[src/rtl/ddr_channel_arb.sv]
// Single-channel DDR arbiter: instruction fetch (multi-beat line burst) vs. LSU (single beat).
// One DDR command is outstanding at a time; ties alternate between the two requesters.
module ddr_channel_arb #(
    parameter int IF_BEATS = 8
) (
    input  logic                     clock,
    input  logic                     reset_n,
    input  logic                     pc_index_valid,
    input  logic [18:0]              pc_index,
    output logic                     pc_index_ready,
    input  logic                     cancel_pc_fetch,
    output logic                     pc_operation_done,
    output logic [64*IF_BEATS-1:0]   pc_read_inst,
    input  logic                     lsu_valid,
    output logic                     lsu_ready,
    input  logic [18:0]              lsu_index,
    input  logic                     lsu_write_enable,
    input  logic [63:0]              lsu_write_data,
    input  logic [63:0]              lsu_write_mask,
    output logic                     lsu_operation_done,
    output logic [63:0]              lsu_read_data,
    output logic                     ddr_chip_enable,
    output logic [18:0]              ddr_index,
    output logic                     ddr_write_enable,
    output logic [63:0]              ddr_write_data,
    output logic [63:0]              ddr_write_mask,
    input  logic                     ddr_ready,
    input  logic                     ddr_operation_done,
    input  logic [63:0]              ddr_read_data
);
    localparam int KW = (IF_BEATS > 1) ? $clog2(IF_BEATS) : 1;
    localparam int LW = 64 * IF_BEATS;

    typedef enum logic [2:0] {IDLE, IF_ISSUE, IF_WAIT, LS_ISSUE, LS_WAIT} state_t;

    state_t          state_q, state_d;
    logic            last_lsu_q, last_lsu_d;
    logic [18:0]     base_q, base_d;
    logic [KW-1:0]   k_q, k_d;
    logic            abort_q, abort_d;
    logic [LW-1:0]   shadow_q, shadow_d;
    logic [LW-1:0]   line_q, line_d;
    logic            pc_done_q, pc_done_d;
    logic            lsu_done_q, lsu_done_d;
    logic [63:0]     lsu_rdata_q, lsu_rdata_d;
    logic [18:0]     ls_index_q, ls_index_d;
    logic            ls_we_q, ls_we_d;
    logic [63:0]     ls_wdata_q, ls_wdata_d;
    logic [63:0]     ls_wmask_q, ls_wmask_d;

    assign pc_read_inst       = line_q;
    assign pc_operation_done  = pc_done_q;
    assign lsu_operation_done = lsu_done_q;
    assign lsu_read_data      = lsu_rdata_q;

    always_comb begin
        state_d          = state_q;
        last_lsu_d       = last_lsu_q;
        base_d           = base_q;
        k_d              = k_q;
        abort_d          = abort_q;
        shadow_d         = shadow_q;
        line_d           = line_q;
        pc_done_d        = 1'b0;
        lsu_done_d       = 1'b0;
        lsu_rdata_d      = lsu_rdata_q;
        ls_index_d       = ls_index_q;
        ls_we_d          = ls_we_q;
        ls_wdata_d       = ls_wdata_q;
        ls_wmask_d       = ls_wmask_q;
        pc_index_ready   = 1'b0;
        lsu_ready        = 1'b0;
        ddr_chip_enable  = 1'b0;
        ddr_index        = 19'd0;
        ddr_write_enable = 1'b0;
        ddr_write_data   = 64'd0;
        ddr_write_mask   = 64'd0;

        case (state_q)
            IDLE: begin
                abort_d = 1'b0;
                // On a tie the requester that did not win last time gets the grant.
                if (pc_index_valid && (!lsu_valid || last_lsu_q)) begin
                    pc_index_ready = 1'b1;
                end else if (lsu_valid) begin
                    lsu_ready = 1'b1;
                end
                if (pc_index_ready) begin
                    base_d     = pc_index;
                    k_d        = '0;
                    last_lsu_d = 1'b0;
                    state_d    = IF_ISSUE;
                end else if (lsu_ready) begin
                    ls_index_d = lsu_index;
                    ls_we_d    = lsu_write_enable;
                    ls_wdata_d = lsu_write_data;
                    ls_wmask_d = lsu_write_mask;
                    last_lsu_d = 1'b1;
                    state_d    = LS_ISSUE;
                end
            end
            IF_ISSUE: begin
                if (cancel_pc_fetch) begin
                    state_d = IDLE;
                end else begin
                    ddr_chip_enable = ddr_ready;
                    ddr_index       = base_q + 19'(k_q);
                    if (ddr_ready) state_d = IF_WAIT;
                end
            end
            IF_WAIT: begin
                if (cancel_pc_fetch) abort_d = 1'b1;
                if (ddr_operation_done) begin
                    shadow_d[64*k_q +: 64] = ddr_read_data;
                    // An aborted burst drops its partial line; the visible line stays untouched.
                    if (abort_q || cancel_pc_fetch) begin
                        state_d = IDLE;
                    end else if (k_q == KW'(IF_BEATS - 1)) begin
                        line_d    = shadow_d;
                        pc_done_d = 1'b1;
                        state_d   = IDLE;
                    end else begin
                        k_d     = k_q + 1'b1;
                        state_d = IF_ISSUE;
                    end
                end
            end
            LS_ISSUE: begin
                ddr_chip_enable = ddr_ready;
                ddr_index       = ls_index_q;
                if (ddr_ready) begin
                    ddr_write_enable = ls_we_q;
                    ddr_write_data   = ls_wdata_q;
                    ddr_write_mask   = ls_wmask_q;
                    state_d          = LS_WAIT;
                end
            end
            LS_WAIT: begin
                if (ddr_operation_done) begin
                    lsu_rdata_d = ddr_read_data;
                    lsu_done_d  = 1'b1;
                    state_d     = IDLE;
                end
            end
            default: state_d = IDLE;
        endcase
    end

    always_ff @(posedge clock or negedge reset_n) begin
        if (!reset_n) begin
            state_q     <= IDLE;
            last_lsu_q  <= 1'b1;
            base_q      <= '0;
            k_q         <= '0;
            abort_q     <= 1'b0;
            shadow_q    <= '0;
            line_q      <= '0;
            pc_done_q   <= 1'b0;
            lsu_done_q  <= 1'b0;
            lsu_rdata_q <= '0;
            ls_index_q  <= '0;
            ls_we_q     <= 1'b0;
            ls_wdata_q  <= '0;
            ls_wmask_q  <= '0;
        end else begin
            state_q     <= state_d;
            last_lsu_q  <= last_lsu_d;
            base_q      <= base_d;
            k_q         <= k_d;
            abort_q     <= abort_d;
            shadow_q    <= shadow_d;
            line_q      <= line_d;
            pc_done_q   <= pc_done_d;
            lsu_done_q  <= lsu_done_d;
            lsu_rdata_q <= lsu_rdata_d;
            ls_index_q  <= ls_index_d;
            ls_we_q     <= ls_we_d;
            ls_wdata_q  <= ls_wdata_d;
            ls_wmask_q  <= ls_wmask_d;
        end
    end

endmodule

[config.mk]
export PLATFORM = sky130hd
export DESIGN_NAME = ddr_channel_arb
export DESIGN_NICKNAME = d
export VERILOG_FILES = /design/src/rtl/ddr_channel_arb.sv
export SDC_FILE = /design/constraint.sdc
export NUM_CORES = 2
export LEC_CHECK = 0
export CAP_MARGIN = 20
export CORE_MARGIN = 4
export CORE_UTILIZATION = 40
export DETAILED_ROUTE_END_ITERATION = 10
export PLACE_DENSITY = 0.73
export SYNTH_ARGS = -nofsm -noshare
export SYNTH_HDL_FRONTEND = slang
export SYNTH_SLANG_ARGS = --single-unit
[constraint.sdc]
create_clock -name clock -period 4.24 [get_ports clock]
set_clock_uncertainty 0.1 [all_clocks]
set_input_delay 0.424 -clock clock [delete_from_list [all_inputs] [get_ports clock]]
set_output_delay 0.424 -clock clock [all_outputs]
set_load 0.01 [all_outputs]
==> metrics <==
Hold Fails Final Rpt=0; Final ANT Viol Nets=0; total core area=131000 um^2; H-tree level count=4; Die Span X=approximately 370 um; top-area cell type share of the netlist area=0.598; hold depth=3; CTS Sinks=1265; Power Density=498 nW/um^2; Hold Crit Class=primary input to flip-flop; CTS Buffer Depth=3; Clk pin slew, worst setup/hold paths=~0.06 ns; post-DR wirelength/cell=24.2 um; Worst-Margin Slew=between 1 and 1.5 ns; worst vdd ir=0.524 mV; IO Count=967; CP startpoint=k_q[0]; Area contributors post-synth=dfrtp_1 (60%), mux2_2 (9.9%), nand2_1 (7.1%); Reg-to-Reg End=pc_read_inst[322]; placed cells=7368; via/cell ratio=5.32; GP Congestion=~0.94; TritonCTS Buffers=138; Chip Height=372 um; Rows=133; WP data required=3.72 ns; Worst setup EP type=output pin; Yosys warning count=0; initial DRC count=3542; critical path class=flip-flop to output pin; total track usage=0.261; Buffers on Ports=roughly 970; Final Max Tran Viols=0; synth cell count leaders=dfrtp_1 (1264), nand2_1 (995), o21ai_0 (690); gr ovfl total=0; # nets final=6001; Setup TNS=0 ns; Yosys reg bits=1265; Tot Pwr=0.0342 W; Mapped Nets=5221; period utilization=0.937; area delta synth->final=30.0%; most common flop cell mapped by yosys=dfrtp_1; syn avg cell area=10.6 um^2; layout cells sized above 1=0.137; Hold Startpoint=pc_index[1]; post-route DRC violation count=0; FF-to-FF path depth=9; DP HPWL=126 mm; Max-slew headroom=0.150; pin count of the biggest net entering global routing=between 200 and 300; asr flop ratio synth=1.00; First-pass DRT Iterations=6; biggest fanout along the worst timing path=6; Fmax=0.252 GHz; P_leak=29.3 nW; RSZ-0062 raised after global routing=no; crit path time final=roughly 4.0 ns; Finished Core Util=0.523; final setup vio count=0; Synth cell types=between 40 and 50; CTS Root Cell=clkbuf_16; reg2reg start=k_q[1]; most numerous cell in the Yosys netlist=dfrtp_1; synthesized instance count=4975; antenna violations before repair=21; Non-Filler Instances=7625; Hold EP=base_q[1]; vias in the first global route=approximately 40k; Reg2Reg Setup Slack=0.98 ns; number of synthesized flops with an enable pin=0; post-synth top area cell=dfrtp_1; type of origin of the critical path=flip-flop; CP arrival=between 3 and 4 ns; status=finished, final reports clean; initial core utilization=0.402; clk_lat worst skew=0.74 ns; die area=138000 um^2; DR vias=about 41k; TritonCTS clock tree=done; first-pass GRT wire length=267 mm; post-synthesis cell area=about 53000 um^2; final wirelength=184 mm; register area share after synthesis=0.599; max cap viols=0
state kept, by name (all words and copies together), names as in the netlist:
name,cells
ls_we_q,1
pc_operation_done,1
ls_wmask_q,64
last_lsu_q,1
pc_read_inst,512
lsu_operation_done,1
ls_wdata_q,64
ls_index_q,19
lsu_read_data,64
k_q,3
shadow_q,512
abort_q,1
base_q,19
state_q,3
per-layer routing:
| layer | vias to the layer above | GRT usage | share of wire | routed length, um |
|---|---|---|---|---|
| li1 | 18400 | - | - | - |
| met1 | 20200 | 0.301 | 0.37 | 67600 |
| met2 | 1559 | 0.443 | 0.49 | 91200 |
| met3 | 415 | 0.0643 | 0.076 | 14000 |
| met4 | 4 | 0.145 | 0.062 | 11400 |
| met5 | - | 0 | 0.00016 | 29 |
through the flow:
stage	setup WS (ns)	hold slack (ns)	area (um^2)
floorplan	1.55	0.0284	52900
global placement	1.03	0.361	64000
detailed placement	0.952	0.369	64000
CTS	0.237	0.0756	68700
global route	0.0693	0.110	68700
finish	0.265	0.139	68700
worst max-delay path by stage:
stage                        end  slack (ns)  cells past startpoint
2_1_floorplan      shadow_q[310]        1.55                     11
3_3_place_gp   pc_read_inst[426]        1.03                      6
3_5_place_dp   pc_read_inst[223]        0.95                      6
4_1_cts            ddr_index[16]        0.24                     10
5_1_grt            ddr_index[18]        0.07                     10
6_report           ddr_index[16]        0.27                     10
power by group:
group / total [W] / internal (W) / switching [W]
combinational: 0.00726 / 0.00353 / 0.00373
sequential: 0.0146 / 0.0137 / 0.000930
clock: 0.0124 / 0.00726 / 0.00512
total: 0.0342 / 0.0244 / 0.00978
area by class of cell:
| class | count | area [um^2] |
|---|---|---|
| Timing Repair Buffer | 1062 | 10800 |
| Antenna cell | 11 | 27.5 |
| Clock inverter | 51 | 697 |
| Inverter | 10 | 41.3 |
| Sequential cell | 1265 | 31700 |
| Multi-Input combinational cell | 3278 | 19400 |
| Fill cell | 11300 | 62800 |
| Tap cell | 1755 | 2200 |
| Clock buffer | 193 | 3970 |
cell families after synthesis:
logic type,count (synthesis),share of synthesized area
AND/OR/NAND/NOR,1514,0.116
AO/OA/AOI/OAI,1061,0.102
multiplexers,679,0.140
flip-flops,1265,0.599
buffers and inverters,432,0.0376
XOR/XNOR,16,0.00265
adder cells (fa/ha/maj),8,0.00204
layout by cell type (no fill, tap or decap), types with 8 or more instances in the layout:
cell type        instances
clkinv_2                19
mux2i_1                191
clkbuf_16              143
buf_12                  27
dfrtp_1               1263
nor2_1                 336
xnor2_1                 12
clkbuf_1                29
a31oi_1                 65
and3_1                 131
nand2_1                991
mux2_2                 465
o21ai_0                690
mux2_1                  23
bufinv_16               11
diode_2                 11
buf_4                   67
clkdlybuf4s50_1        964
o21ai_1                 37
clkbuf_8                22
a21oi_1                263
nor2b_1                  8
worst max-delay path, cell delays in order (launching register included):
cell	delay [ns]
dfrtp_4	0.44
ha_1	0.18
inv_1	0.05
fa_1	0.37
nor2b_1	0.13
buf_4	0.15
o211ai_1	0.19
nor3_1	0.27
xnor2_1	0.09
o21ai_0	0.22
clkdlybuf4s50_1	0.60
timing repair:
action                                  CTS  global route
hold buffers                              1             0
setup buffers                             0             0
endpoints found under the setup margin    0             0
gates resized for setup                   0             0
hold endpoints to repair                126             0
Note: power is estimated with default switching activity, not from simulation.
